[src/rtl/coriolis_stream_pkg.sv]
// Shared constants and the FloPoCo-to-IEEE decode used by the coriolis stream sink.
package coriolis_stream_pkg;

  // FloPoCo exception field encodings
  localparam logic [1:0] FPC_EXC_ZERO = 2'b00;
  localparam logic [1:0] FPC_EXC_NORM = 2'b01;
  localparam logic [1:0] FPC_EXC_INF  = 2'b10;
  localparam logic [1:0] FPC_EXC_NAN  = 2'b11;

  // Canonical quiet NaN emitted for every FloPoCo NaN
  localparam logic [31:0] IEEE_QNAN = 32'h7FC00000;

  // Map a 34-bit FloPoCo word onto IEEE-754 single precision.
  // Zero and infinity keep the sign; NaN collapses to the canonical quiet NaN.
  function automatic logic [31:0] fpc2ieee(input logic [33:0] word);
    logic [31:0] res;
    case (word[33:32])
      FPC_EXC_ZERO: res = {word[31], 31'h00000000};
      FPC_EXC_NORM: res = word[31:0];
      FPC_EXC_INF:  res = {word[31], 8'hFF, 23'h000000};
      FPC_EXC_NAN:  res = IEEE_QNAN;
      default:      res = IEEE_QNAN;
    endcase
    return res;
  endfunction

endpackage

[src/rtl/coriolis_sync_fifo.sv]
// First-word-fall-through synchronous FIFO. Besides the registered head it
// publishes head_next, the word that will sit at the head after the coming
// edge, so a consumer can register a function of the head with no extra latency.
module coriolis_sync_fifo #(
  parameter int WIDTH = 34,
  parameter int AW    = 3
) (
  input  logic             clk,
  input  logic             rst,
  input  logic             wr_en,
  input  logic [WIDTH-1:0] wdata,
  input  logic             rd_en,
  output logic             full,
  output logic             empty,
  output logic [AW:0]      occupancy,
  output logic [WIDTH-1:0] head_next
);

  localparam int DEPTH = 1 << AW;
  localparam logic [AW:0] DEPTH_CNT = (AW+1)'(DEPTH);

  logic [WIDTH-1:0] mem [DEPTH];
  logic [WIDTH-1:0] head;
  logic [AW-1:0]    wr_ptr;
  logic [AW-1:0]    rd_ptr;
  logic [AW-1:0]    rd_ptr_next;
  logic [AW:0]      cnt;
  logic [AW:0]      cnt_next;
  logic [AW:0]      remaining;
  logic             push;
  logic             pop;

  assign full      = (cnt == DEPTH_CNT);
  assign empty     = (cnt == (AW+1)'(0));
  assign occupancy = cnt;

  // Handshake qualification, occupancy update and next-head selection
  always_comb begin
    push        = wr_en & ~full;
    pop         = rd_en & ~empty;
    rd_ptr_next = rd_ptr;
    cnt_next    = cnt;
    head_next   = head;
    if (pop) begin
      rd_ptr_next = rd_ptr + AW'(1);
    end else begin
      rd_ptr_next = rd_ptr;
    end
    case ({push, pop})
      2'b10:   cnt_next = cnt + (AW+1)'(1);
      2'b01:   cnt_next = cnt - (AW+1)'(1);
      default: cnt_next = cnt;
    endcase
    // Words still stored once the current pop is taken; if none, the
    // incoming word (when there is one) becomes the head directly.
    remaining = cnt - (AW+1)'(pop);
    if (remaining == (AW+1)'(0)) begin
      if (push) begin
        head_next = wdata;
      end else begin
        head_next = head;
      end
    end else begin
      head_next = mem[rd_ptr_next];
    end
  end

  // Storage array; contents are don't-care until written so it carries no reset
  always_ff @(posedge clk) begin
    if (rst && push) begin
      mem[wr_ptr] <= wdata;
    end
  end

  // Pointers, occupancy and registered head
  always_ff @(posedge clk) begin
    if (!rst) begin
      wr_ptr <= AW'(0);
      rd_ptr <= AW'(0);
      cnt    <= (AW+1)'(0);
      head   <= WIDTH'(0);
    end else begin
      if (push) begin
        wr_ptr <= wr_ptr + AW'(1);
      end
      rd_ptr <= rd_ptr_next;
      cnt    <= cnt_next;
      head   <= head_next;
    end
  end

endmodule

[src/rtl/coriolis_stream_sink.sv]
// Terminal consumer of a coriolis leaf stream: buffers FloPoCo words, decodes
// them to IEEE-754 single, counts delivered elements and flags completion and
// non-normal results.
module coriolis_stream_sink
  import coriolis_stream_pkg::*;
#(
  parameter int STREAMW = 34,
  parameter int DATAW   = 32,
  parameter int FIFO_AW = 3,
  parameter int NELEM   = 1024,
  parameter int CNTW    = 16
) (
  input  logic               clk,
  input  logic               rst,
  input  logic               ivalid_in1,
  input  logic [STREAMW-1:0] in1,
  output logic               iready,
  output logic               ovalid,
  output logic [DATAW-1:0]   out1,
  input  logic               oready,
  output logic [CNTW-1:0]    count,
  output logic               done,
  output logic               exc_seen
);

  localparam logic [CNTW-1:0] NELEM_CNT = CNTW'(NELEM);

  logic               fifo_full;
  logic               fifo_empty;
  logic [FIFO_AW:0]   occupancy;
  logic [STREAMW-1:0] head_next;
  logic [1:0]         head_exc;
  logic               push_req;
  logic               xfer;

  // iready depends only on state (and reset), never on oready or ivalid_in1
  assign iready   = rst & ~fifo_full & ~done;
  assign push_req = ivalid_in1 & iready;
  assign ovalid   = (occupancy != {(FIFO_AW+1){1'b0}});
  assign xfer     = oready & ~fifo_empty;

  coriolis_sync_fifo #(
    .WIDTH (STREAMW),
    .AW    (FIFO_AW)
  ) u_fifo (
    .clk       (clk),
    .rst       (rst),
    .wr_en     (push_req),
    .wdata     (in1),
    .rd_en     (oready),
    .full      (fifo_full),
    .empty     (fifo_empty),
    .occupancy (occupancy),
    .head_next (head_next)
  );

  // Decoded output register, head exception tag, element counter and sticky flags
  always_ff @(posedge clk) begin
    if (!rst) begin
      out1     <= {DATAW{1'b0}};
      head_exc <= FPC_EXC_ZERO;
      count    <= {CNTW{1'b0}};
      done     <= 1'b0;
      exc_seen <= 1'b0;
    end else begin
      out1     <= fpc2ieee(head_next);
      head_exc <= head_next[STREAMW-1 -: 2];
      if (xfer && !done) begin
        count <= count + CNTW'(1);
        if ((count + CNTW'(1)) == NELEM_CNT) begin
          done <= 1'b1;
        end
      end
      if (xfer && (head_exc != FPC_EXC_NORM)) begin
        exc_seen <= 1'b1;
      end
    end
  end

endmodule

[config.mk]
export PLATFORM = sky130hd
export DESIGN_NAME = coriolis_stream_sink
export DESIGN_NICKNAME = d
export VERILOG_FILES = /design/src/rtl/coriolis_stream_pkg.sv /design/src/rtl/coriolis_sync_fifo.sv /design/src/rtl/coriolis_stream_sink.sv
export SDC_FILE = /design/constraint.sdc
export NUM_CORES = 1
export LEC_CHECK = 0
export BUFFER_PORTS_ARGS = -buffer_cell sky130_fd_sc_hd__buf_2
export CORE_MARGIN = 2
export CORE_UTILIZATION = 35
export CTS_BUF_LIST = sky130_fd_sc_hd__clkbuf_8 sky130_fd_sc_hd__clkbuf_16
export CTS_CLUSTER_DIAMETER = 40
export CTS_CLUSTER_SIZE = 28
export DETAILED_ROUTE_END_ITERATION = 8
export PLACE_DENSITY = 0.58
export SLEW_MARGIN = 10
export SYNTH_ARGS = -nofsm -noshare
export SYNTH_HDL_FRONTEND = slang
export SYNTH_SLANG_ARGS = --single-unit
[constraint.sdc]
create_clock -name clk -period 8.4 [get_ports clk]
set_input_delay 0.42 -clock clk [delete_from_list [all_inputs] [get_ports clk]]
set_output_delay 0.42 -clock clk [all_outputs]
set_load 0.01 [all_outputs]
==> results of run 1 <==
[critical path, stage by stage, from the launching register on]
cell and delay, ns:
dfxtp_1 0.38, o41ai_4 0.35, buf_4 0.79, inv_2 0.03, buf_4 0.39, ha_1 0.33
xnor2_1 0.18, nand3_1 0.83, o22ai_1 1.21, or2_1 0.20, buf_4 0.34, nor2b_1 0.09
[logic make-up (layout without fill, tap and decap cells)]
kind of cell,Yosys count,after routing,share of synthesized area
simple gates,236,236,0.07195
compound gates,266,266,0.1247
mux,165,165,0.1632
buf+inv,108,214,0.03210
xor+xnor,27,27,0.01382
flops,366,366,0.5873
other cells,0,1,0
fa+ha+maj,9,9,0.007019
[power groups by stage]
stage	Combinational (uW)	Clock (uW)	Sequential, uW
4_1_cts	2240	2160	2210
5_1_grt	2430	2220	2220
6_report	2220	2110	2210
2_1_floorplan	1710	0	2200
3_3_place_gp	2200	0	2250
3_5_place_dp	2230	0	2250
[worst paths after layout]
check                       from           endpoint  slack, ns  cells past startpoint
max          u_fifo.occupancy[0]           out1[15]       3.08                     11
min reg2reg      u_fifo.head[30]    u_fifo.head[30]       0.47                      2
max reg2reg  u_fifo.occupancy[0]           out1[15]       3.08                     11
min                      in1[33]  u_fifo.mem[7][33]       0.14                      1
[metal layers]
metal  up-vias  wire length [um]  share of wire  GRT usage
li1       4834                 -              -          -
met1      5487             17970           0.43     0.2159
met2       254             20850           0.50     0.2826
met3        65              2082          0.050    0.02621
met4         2               992          0.024    0.05255
met5         -                 8        0.00019          0
[final cells by class]
class / instances / area, um^2 / area share
sequential: 366 / 10060 / 0.5074
inverter: 12 / 50.05 / 0.002525
multi-input combinational: 703 / 6596 / 0.3328
clock inverter: 37 / 464.2 / 0.02342
clock buffer: 49 / 1226 / 0.06186
timing repair buffer: 116 / 648.1 / 0.03270
antenna: 1 / 2.502 / 0.0001262
tap: 622 / 778.2 / 0.03926
[sequential cells by signal, summed over array words and instances (netlist names)]
signal,flops
u_fifo.head,32
done,1
count,16
head_exc,2
u_fifo.mem,272
u_fifo.wr_ptr,3
exc_seen,1
u_fifo.occupancy,4
out1,32
u_fifo.rd_ptr,3
[per-stage QoR]
step	instance area [um^2]	total power [uW]	instances	setup slack (ns)	hold slack, ns
4_1_cts	19820	6608	1905	3.144	0.1204
2_1_floorplan	17110	3919	1177	3.213	0.4506
6_report	19820	6538	1906	3.080	0.1426
3_5_place_dp	18130	4477	1819	3.198	0.4671
5_1_grt	19820	6881	1906	2.752	0.1501
3_3_place_gp	18130	4445	1819	3.362	0.4617
[Yosys cell counts (14+ instances only)]
cell and n:
a21oi_1 42, nor2b_1 66, o21ai_0 29, nor3_1 19, a2111oi_2 24, mux4_2 91, buf_4 17, nand2_1 33
a211oi_1 98, xor2_1 14, mux2i_1 72, o22a_1 21, dfxtp_1 94, edfxtp_1 272, clkbuf_1 36, buf_2 35
nor2_1 58
==> results.sh, run 1 <==
export IMPL_vias=10640
export IMPL_synth_area_mm2=0.01711
export IMPL_slew_headroom=0.2328
export IMPL_max_cap_viol_count=0
export IMPL_cts_tree="done"
export IMPL_syn_area_per_cell_um2=14.54
export IMPL_ant_nets=0
export IMPL_die_w_um=225.1
export IMPL_async_flop_share=0
export IMPL_synth_edff_count=272
export IMPL_drive_gt1_frac=0.2658
export IMPL_mostFrequentLayoutCells="272 x edfxtp_1, 98 x a211oi_1, 92 x dfxtp_1"
export IMPL_hpwlAfterDp_um=24620
export IMPL_clock_skew_ns=0.02432
export IMPL_ctsHoldBuffers=0
export IMPL_gp_congestion=0.7404
export IMPL_synth_flop_cell="edfxtp_1"
export IMPL_tightest_slew_ns=1.148
export IMPL_numClockSinks=366
export IMPL_pin_count=90
export IMPL_required_ns=8.81
export IMPL_yosysSeqAreaShare=0.5873
export IMPL_combPwrFrac=0.339
export IMPL_cp_data_arrival_time_ns=5.73
export IMPL_grt_antenna_before_repair=4
export IMPL_pwr_share_clk=0.323
export IMPL_port_buffers=89
export IMPL_avgViaCountPerCell=5.583
export IMPL_fin_util=0.4075
export IMPL_drcViolationCount=0
export IMPL_start_kind="flop"
export IMPL_ys_types=60
export IMPL_p_int_uw=4242
export IMPL_hold_viol=0
export IMPL_drt_iter0_drc=800
export IMPL_grt_max_degree=75
export IMPL_crit_fanout=74
export IMPL_core_area_mm2=0.04865
export IMPL_irDropWorstVdd_mv=0.3365
export IMPL_status="completed"
export IMPL_fin_tns_setup_ns=0
export IMPL_ctsRootBufferMaster="clkbuf_16"
export IMPL_ys_seq_elements=366
export IMPL_num_rows=81
export IMPL_track_usage=0.1655
export IMPL_fp_dieH_um=225.1
export IMPL_fin_nets=1292
export IMPL_clock_latency_ns=0.56
export IMPL_start_util=0.3518
export IMPL_finalSetupViolCount=0
export IMPL_leakagePower_uw=0.006466
export IMPL_layout_min_cycle_time_ns=5.320
export IMPL_grt_pass1_wl_um=64150
export IMPL_syn_inst=1177
export IMPL_powerDensity_mw_per_mm2=329.8
export IMPL_syn_num_nets=1224
export IMPL_wl_um=41910
export IMPL_hp_class="input pin to flop"
export IMPL_endpoint_kind="flop"
export IMPL_cts_setup_buffers=0
export IMPL_fmax_ghz=0.1880
export IMPL_grt_pass1_vias=10850
export IMPL_cts_buffers=46
export IMPL_cts_resized=0
export IMPL_swShare=0.3512
export IMPL_final_fill_count=4399
export IMPL_final_common_cell="edfxtp_1"
export IMPL_synth_area_top_cells="edfxtp_1 48%, mux4_2 12%, dfxtp_1 11%"
export IMPL_p_seq_frac=0.338
export IMPL_clk_pin_slew_ns=0.07
export IMPL_ys_warn_count=0
export IMPL_synth_top_area_frac=0.4773
export IMPL_clock_path_buffers=3
export IMPL_criticalPathCategory="flop to flop"
export IMPL_fin_crit_sh=0.6333
export IMPL_die_area_mm2=0.05068
export IMPL_wl_per_cell_um=21.99
export IMPL_syn_to_final_growth_pct=15.84
export IMPL_synth_largest_area_cell="edfxtp_1"
export IMPL_h_tree_depth=2
export IMPL_grt_overflow=0
export IMPL_p_sw_uw=2296
export IMPL_slew_violations=0
export IMPL_rsz0062_at_grt="false"
export IMPL_drt_pass1_iter_count=5
(Power assumes the default switching activity.)
==> run 2: changes to the inputs <==
Settings changed: PLACE_DENSITY 0.58 to 0.59.
Clock period 8.4 ns to 4.48 ns, I/O delays scaled along.
==> run 2 against run 1 <==
Effect of this change:
- utilization up 1.2 points
- via count up 2.7%
- final area up 2.9%
- critical endpoint is now out1[11]
- combinational power up 95%
- hold slack better by 0.12 ns
- register-to-register slack worse by 2.1 ns
- fmax up 50%
- wire length up 1.9%
- cell count up 2.6%
==> results.sh, run 2 (synthesized netlist as in run 1, its figures left out) <==
export IMPL_fmax_ghz=0.2823
export IMPL_hold_viol=0
export IMPL_reg2regPathDepth=9
export IMPL_track_usage=0.1705
export IMPL_design_area_mm2=0.02040
export IMPL_cp_data_arrival_time_ns=3.99
export IMPL_grt_max_degree=137
export IMPL_powerDensity_mw_per_mm2=618.4
export IMPL_avgViaCountPerCell=5.587
export IMPL_n_antenna_cell=0
export IMPL_slew_violations=0
export IMPL_vias=10930
export IMPL_hpwlAfterDp_um=23890
export IMPL_wl_um=42720
export IMPL_power_uw=12610
export IMPL_status="completed"
export IMPL_cts_buffers=54
export IMPL_port_buffers=89
export IMPL_die_area_mm2=0.05068
export IMPL_num_rows=81
export IMPL_numClockSinks=366
export IMPL_fin_util=0.4193
export IMPL_drive_gt1_frac=0.2684
export IMPL_tightest_slew_ns=1.074
export IMPL_cts_resized=0
export IMPL_crit_fanout=65
export IMPL_max_cap_viol_count=0
export IMPL_grt_antenna_before_repair=1
export IMPL_fin_cells=1956
export IMPL_fp_dieH_um=225.1
export IMPL_reg_largest_list="u_fifo.mem: 272 flops, out1: 32 flops, u_fifo.head: 32 flops"
export IMPL_layout_min_cycle_time_ns=3.543
export IMPL_h_tree_depth=2
export IMPL_pin_count=90
export IMPL_drt_pass1_iter_count=5
export IMPL_hp_class="input pin to flop"
export IMPL_syn_to_final_growth_pct=19.19
export IMPL_ant_nets=0
export IMPL_clk_pin_slew_ns=0.05
export IMPL_clock_path_buffers=3
export IMPL_gp_congestion=0.7569
export IMPL_grt_overflow=0
export IMPL_required_ns=4.93
export IMPL_fin_crit_sh=0.7908
export IMPL_die_w_um=225.1
export IMPL_dp_cells=1821
export IMPL_ctsRootBufferMaster="clkbuf_16"
export IMPL_clock_skew_ns=0.02691
export IMPL_drcViolationCount=0
export IMPL_core_area_mm2=0.04865
export IMPL_start_kind="flop"
export IMPL_drt_iter0_drc=730
export IMPL_start_util=0.3518
export IMPL_grt_pass1_vias=11310
export IMPL_regToRegSetupSlack_ns=0.94
export IMPL_rsz0062_at_grt="false"
export IMPL_finalSetupViolCount=0
export IMPL_irDropWorstVdd_mv=0.4906
export IMPL_criticalPathCategory="flop to flop"
export IMPL_slew_headroom=0.2821
export IMPL_mostFrequentLayoutCells="272 x edfxtp_1, 98 x a211oi_1, 92 x dfxtp_1"
export IMPL_cts_tree="done"
export IMPL_largest_reg_flops=272
export IMPL_place_area_mm2=0.01822
export IMPL_clock_latency_ns=0.59
export IMPL_fin_tns_setup_ns=0
export IMPL_hold_path_depth=4
export IMPL_grt_pass1_wl_um=65960
export IMPL_final_common_cell="edfxtp_1"
export IMPL_wl_per_cell_um=21.84
export IMPL_fin_nets=1336
export IMPL_leakagePower_uw=0.006708
export IMPL_regMostFlops="u_fifo.mem"
export IMPL_endpoint_kind="flop"
-- run 2: cell count changes in the layout (fill, tap and decap cells not counted), sizes merged, moves of 3 or more --
| cell | previous run | this run |
|---|---|---|
| clkbuf | 49 | 61 |
| clkinv | 12 | 18 |
| clkinvlp | 1 | 4 |
| dlygate4sd3 | 0 | 34 |
| inv | 31 | 27 |
-- run 2: path summary, 6_finish.rpt --
path / end / startpoint
worst max-delay path: out1[11] / u_fifo.occupancy[2]
worst min-delay path: head_exc[1] / rst
worst max register to register: out1[11] / u_fifo.occupancy[2]
worst min register to register: u_fifo.head[27] / u_fifo.head[27]
-- run 2: metal layers --
layer / wire (um) / track usage
met1: 18270 / 0.2206
met5: 11 / 0
met2: 21260 / 0.2885
met3: 2204 / 0.02947
met4: 977 / 0.06003
-- run 2: layout make-up --
type	count	area, um^2
multi-input cells	703	6606
clock inverters	40	357.8
fillers	4431	28250
flip-flops and latches	366	10060
clock buffers	61	1481
well taps	622	778.2
inverters	12	50.05
repair buffers	152	1066
-- run 2: what timing repair did --
item | in CTS | in global routing
hold buffers | 34 | 0
buffers inserted | 0 | 0
hold endpoints to repair | 272 | 0
-- run 2: metrics by stage --
stage               hold slack (ns)  setup slack [ns]
floorplan                    0.3229            0.1768
global placement             0.4579             1.077
detailed placement           0.4655            0.9357
CTS                          0.2188            0.9064
global route                 0.2872            0.7585
finish                       0.2604            0.9371
-- run 2: power by group --
part | switching, uW | internal (uW) | total [uW]
logic | 2640 | 1700 | 4340
clock network | 1620 | 2580 | 4200
registers | 126 | 3950 | 4070
total | 4380 | 8230 | 12600
-- run 2: critical path: stages (launching register included) --
cell	delay, ns
dfxtp_1	0.50
o41ai_4	0.11
inv_2	0.09
buf_4	0.65
nand3_1	0.95
buf_4	0.52
o22a_1	0.18
nor2_1	0.18
a2111oi_4	0.05
nor2b_1	0.17
